### config.mk
export PLATFORM = sky130hd
export DESIGN_NAME = if_id_queue
export DESIGN_NICKNAME = d
export VERILOG_FILES = /design/src/rtl/if_id_queue_pkg.sv /design/src/rtl/if_id_queue.sv
export SDC_FILE = /design/constraint.sdc
export NUM_CORES = 1
export LEC_CHECK = 0
export BUFFER_PORTS_ARGS = -buffer_cell sky130_fd_sc_hd__buf_4
export CORE_AREA = 2 2 137 139
export DETAILED_ROUTE_END_ITERATION = 10
export DIE_AREA = 0 0 139 141
export PLACE_DENSITY_LB_ADDON = 0.12
export SETUP_SLACK_MARGIN = 0.15
export SLEW_MARGIN = 30
export SYNTH_ARGS = -nofsm -noshare
export SYNTH_HDL_FRONTEND = slang
export SYNTH_SLANG_ARGS = --single-unit
### constraint.sdc
create_clock -name clk -period 9.45 [get_ports clk]
set_clock_uncertainty 0.15 [all_clocks]
set_input_delay 1.89 -clock clk [delete_from_list [all_inputs] [get_ports clk]]
set_output_delay 1.89 -clock clk [all_outputs]
set_load 0.01 [all_outputs]
### src/rtl/if_id_queue_pkg.sv
// Shared widths and the entry layout for the IF->ID instruction queue.
// The package stands in for the global instruction and queue-depth constants.
package if_id_queue_pkg;

   localparam int INST_W      = 32;
   localparam int INST_ADDR_W = 32;
   localparam int QUEUE_DEPTH = 4;

   typedef struct packed {
      logic [INST_W-1:0]      inst;
      logic [INST_ADDR_W-1:0] pc_plus4;
   } entry_t;

   localparam entry_t NOP_ENTRY = '0;

endpackage

### src/rtl/if_id_queue.sv
// Circular-buffer queue decoupling instruction fetch from decode.
// Head outputs come only from registered state; a full queue holds IF.
module if_id_queue
   import if_id_queue_pkg::*;
#(
   parameter int DEPTH = QUEUE_DEPTH
) (
   input  logic                   clk,
   input  logic                   rst,
   input  logic                   in_valid,
   input  logic [INST_W-1:0]      in_inst,
   input  logic [INST_ADDR_W-1:0] in_pc_plus4,
   input  logic                   flush,
   input  logic                   id_ready,
   output logic                   if_hold,
   output logic                   out_valid,
   output logic [INST_W-1:0]      out_inst,
   output logic [INST_ADDR_W-1:0] out_pc_plus4
);

   localparam int PTR_W = (DEPTH > 1) ? $clog2(DEPTH) : 1;
   localparam int CNT_W = PTR_W + 1;

   localparam logic [CNT_W-1:0] FULL_CNT = CNT_W'(DEPTH);
   localparam logic [CNT_W-1:0] CNT_ONE  = CNT_W'(1);
   localparam logic [PTR_W-1:0] PTR_ONE  = PTR_W'(1);

   entry_t            mem [DEPTH];
   logic [PTR_W-1:0]  wr_ptr;
   logic [PTR_W-1:0]  rd_ptr;
   logic [CNT_W-1:0]  count;
   logic              full;
   logic              empty;
   logic              push;
   logic              pop;
   entry_t            head;

   assign full  = (count == FULL_CNT);
   assign empty = (count == '0);

   // A full queue refuses the word even when a pop frees a slot; IF re-presents it.
   assign push = in_valid & ~full & ~flush;
   assign pop  = ~empty & id_ready & ~flush;

   always_ff @(posedge clk) begin
      if (rst || flush) begin
         wr_ptr <= '0;
         rd_ptr <= '0;
         count  <= '0;
      end else begin
         if (push) wr_ptr <= wr_ptr + PTR_ONE;
         if (pop)  rd_ptr <= rd_ptr + PTR_ONE;
         unique case ({push, pop})
            2'b10:   count <= count + CNT_ONE;
            2'b01:   count <= count - CNT_ONE;
            default: count <= count;
         endcase
      end
   end

   // Storage is never cleared; an empty count masks stale entries.
   always_ff @(posedge clk) begin
      if (push && !rst) begin
         mem[wr_ptr] <= '{inst: in_inst, pc_plus4: in_pc_plus4};
      end
   end

   always_comb begin
      head = NOP_ENTRY;
      if (!empty) head = mem[rd_ptr];
   end

   assign if_hold      = full;
   assign out_valid    = ~empty;
   assign out_inst     = head.inst;
   assign out_pc_plus4 = head.pc_plus4;

endmodule

==> results summary <==
The run finished with clean final reports. The most numerous cell type found on the critical path is sky130_fd_sc_hd__buf_4. The initial antenna violation count is 0. The net switching power figure is 446.6 µW. Once the clock tree was built, the setup fixing pass inserted 0 buffers. For this run, the share of the core covered by cells in the final layout is approximately 67%.

The part of the Yosys area used for sequential elements is 76.93%. The power share of the combinational group is under 10%. The cell area after synthesis is 0.01023 mm². The number of standard cells in the layout, taps in and fillers out is 864.

The switching share of power is a little under a fifth. Leaving out fill and tap cells, the most frequent cells in the layout are 256 x sky130_fd_sc_hd__edfxtp_1, 144 x sky130_fd_sc_hd__buf_4, 64 x sky130_fd_sc_hd__and2_1. In the global route stage, overall resource usage came out at 18.60%. The routed wirelength normalized by instance count is 21.04 µm. The worst register-to-register path has a setup slack of between 6 and 7 ns. Along the worst path, the maximum fanout reaches 41. The half-perimeter wire length of the detailed placement result is 10.43 mm. The most common cell after layout, fill and taps aside is sky130_fd_sc_hd__edfxtp_1.

The total die area came out at slightly below 0.02 mm². The required time at the endpoint of the critical path came out at around 7.4 ns. Synthesis inferred 265 register bits.

The cell leakage power is 4.187 nW. The ratio of routed vias to standard cells came out at approximately 5.6. The total wire length is 18.18 mm. The first-pass GRT wire length is 28.15 mm. The delay contributed by the slowest stage of the critical path is a little under 0.8 ns. The clock slew seen by the registers of the worst setup and hold paths is 0.06 ns. Before antenna repair, the detailed router went through 4 iterations. The number of buffers inserted by port buffering is 134.

The tree built by TritonCTS fans out to about 270 sinks. The hold buffer count at CTS is 0. Setup violations remaining at the end of the flow were counted as 0. The worst path uses 52.41% of the clock period. Measured against its own limit, the worst slew margin works out to around 44%. The smallest hold slack came out at 0.3756 ns. The final global-route overflow total came out at 0.

The worst hold path belongs to the class reg -> reg. The clock passes through at most 3 buffers. The clock reaches the later pin of the worst-skew pair after 0.51 ns. For the pin with the worst max-slew slack, the measured transition is 0.8378 ns.

The fraction of layout instances using a drive strength above 1 came out at 39.52%. The core region is roughly 0.018 mm². The floorplan step set the die height to around 140 µm. The final-report hold violation count is 0. The number of instances in the synthesized netlist came out at 460. The power density relative to cell area came out at 195.4 mW/mm².

Across the run, the number of max-cap violations was 0. The final total negative setup slack is 0 ns. The number of top-level pins came out at 135. The number of design-rule violations left by the first detailed-router iteration is 311. The multi-input gate area in the final layout came out at 0.002167 mm². The number of warning messages in the yosys log is 0. The floorplan die width is 139 µm.

The final critical-path required period is 4.952 ns. The worst setup path is of the reg -> out kind. Data on the critical path arrives at its endpoint at 2.91 ns. Of the total power, the clock network draws 42.2%. The number of gates resized after CTS is 0. STA classifies the critical path startpoint as a flop. The count of antenna-violating nets left after detailed routing came out at 0.

For this design, the slowest cell found on the critical path is sky130_fd_sc_hd__buf_4. The net count after synthesis is around 540. The effective utilization at floorplan is between 50% and 60%. The internal power of the cells totals 1.959 mW.

The final RePlAce weighted congestion is 0.6939. The clock tree from TritonCTS is yes. Setup repair after global routing left no endpoint under its margin. The total inserted antenna cells is 0.

The number of placed cells counting well taps came out at between 800 and 900. The mean cell area of the mapped netlist is 22.23 µm². Walking the worst path, the cells encountered are buf_4, mux4_1, and2_1, buf_4.

The CTS buffer count came out at 26. Entering global routing, the biggest net connects 66 pins. The sequential cell area came out at 0.007875 mm². The post-synthesis cell type count is 26. The number of inserted filler cells in the final layout is 1,235.

Static timing analysis puts the maximum clock frequency at 0.2019 GHz. The worst vdd rail ir drop is about 160 µV. The layout overhead on the synthesized area came out at 20.39%.

The number of vias after detailed routing is slightly below 5,000. The endpoint class of the critical path is an output port. The depth of the CTS H-tree is 1. The number of rows in the core area is 50.

The via count of the first global-routing pass is approximately 5,300. The total design power is 2.406 mW. For this run, design rule violations remaining after detail routing come to 0. The final max-slew violation count is 0. The net count reported at finish came out at approximately 700. The CTS root buffer is sky130_fd_sc_hd__clkbuf_16. Sequential cells burn 54.1% of the power.
==> sequential cells by signal (all words and copies together), names as in the netlist, named ones only <==
signal,cells
count,3
rd_ptr,2
mem,256
wr_ptr,2
==> cell type report <==
| type | instances | share of cell area, % |
|---|---|---|
| multi-input cells | 166 | 17.60 |
| inverters | 6 | 0.1829 |
| flip-flops and latches | 265 | 63.96 |
| well taps | 234 | 2.378 |
| clock buffers | 38 | 5.904 |
| repair buffers | 145 | 8.942 |
| clock inverters | 10 | 1.036 |
==> cell usage after synthesis <==
library cell | number | area, µm²
sky130_fd_sc_hd__o21ai_0 | 1 | 5.000
sky130_fd_sc_hd__buf_6 | 1 | 11.26
sky130_fd_sc_hd__and3_1 | 1 | 6.260
sky130_fd_sc_hd__mux2i_1 | 2 | 20.02
sky130_fd_sc_hd__nor3b_1 | 4 | 30.03
sky130_fd_sc_hd__nor2_1 | 8 | 30.03
sky130_fd_sc_hd__buf_12 | 6 | 120.1
sky130_fd_sc_hd__a21oi_1 | 2 | 10.01
sky130_fd_sc_hd__mux4_1 | 4 | 105.1
sky130_fd_sc_hd__or2_2 | 1 | 6.260
sky130_fd_sc_hd__mux4_2 | 60 | 1351
sky130_fd_sc_hd__clkbuf_1 | 8 | 30.03
sky130_fd_sc_hd__fa_1 | 1 | 20.02
sky130_fd_sc_hd__dfxtp_1 | 9 | 180.2
sky130_fd_sc_hd__nand2_1 | 4 | 15.01
sky130_fd_sc_hd__clkbuf_2 | 1 | 5.000
sky130_fd_sc_hd__a311o_1 | 1 | 10.01
sky130_fd_sc_hd__inv_1 | 6 | 22.52
sky130_fd_sc_hd__buf_2 | 7 | 35.03
sky130_fd_sc_hd__o311ai_0 | 1 | 8.760
sky130_fd_sc_hd__edfxtp_1 | 256 | 7687
sky130_fd_sc_hd__o31ai_1 | 1 | 7.510
sky130_fd_sc_hd__xor2_1 | 4 | 35.03
sky130_fd_sc_hd__or3_1 | 2 | 12.51
sky130_fd_sc_hd__and2_1 | 64 | 400.4
sky130_fd_sc_hd__ha_1 | 5 | 62.56
==> path summary, 6_finish.rpt <==
check                               start      endpoint  cells after the start
worst max register to register   count[0]    mem[0][28]                      4
worst min-delay path            wr_ptr[1]     wr_ptr[1]                      2
worst min register to register  wr_ptr[1]     wr_ptr[1]                      2
worst max-delay path                 flop  out_inst[31]                      4
==> critical path, delay by kind of cell, from the launching register on <==
kind,cells,cell delay [ns]
buffers and inverters,2,0.91
flip-flops,1,0.67
AND/OR/NAND/NOR,1,0.17
multiplexers,1,0.64
==> power by group through the flow <==
stage	registers (mW)	clock network, mW	logic (mW)
3_5_place_dp	1.33	0	0.0894
2_1_floorplan	1.33	0	0.0365
4_1_cts	1.30	1.03	0.0899
5_1_grt	1.30	1.08	0.0964
6_report	1.30	1.02	0.0888
3_3_place_gp	1.33	0	0.0859
==> per-stage QoR <==
stage / instance area [µm²] / setup WS (ns)
finish: 12310 / 4.498
global route: 12310 / 4.227
CTS: 12290 / 4.366
detailed placement: 11430 / 4.896
global placement: 11430 / 4.879
floorplan: 10230 / 1.655
==> logic make-up (layout without fill, tap and decap cells) <==
| logic type | count (synthesis) | in the layout | synth area share, % |
|---|---|---|---|
| compound gates | 6 | 6 | 0.4037 |
| xor+xnor | 4 | 4 | 0.3425 |
| fa+ha+maj | 6 | 6 | 0.8074 |
| buf+inv | 29 | 199 | 2.190 |
| flops | 265 | 265 | 76.93 |
| mux | 66 | 66 | 14.44 |
| simple gates | 84 | 84 | 4.894 |
==> per-layer routing <==
metal | global-route usage [%] | up-vias | share of wire (%)
li1 | - | 2161 | -
met1 | 24.15 | 2553 | 42
met2 | 32.90 | 114 | 52
met3 | 3.940 | 14 | 5.1
met4 | 4.094 | 0 | 1.1
met5 | 0 | - | 0
No activity file was read; power rests on OpenSTA's default activity.
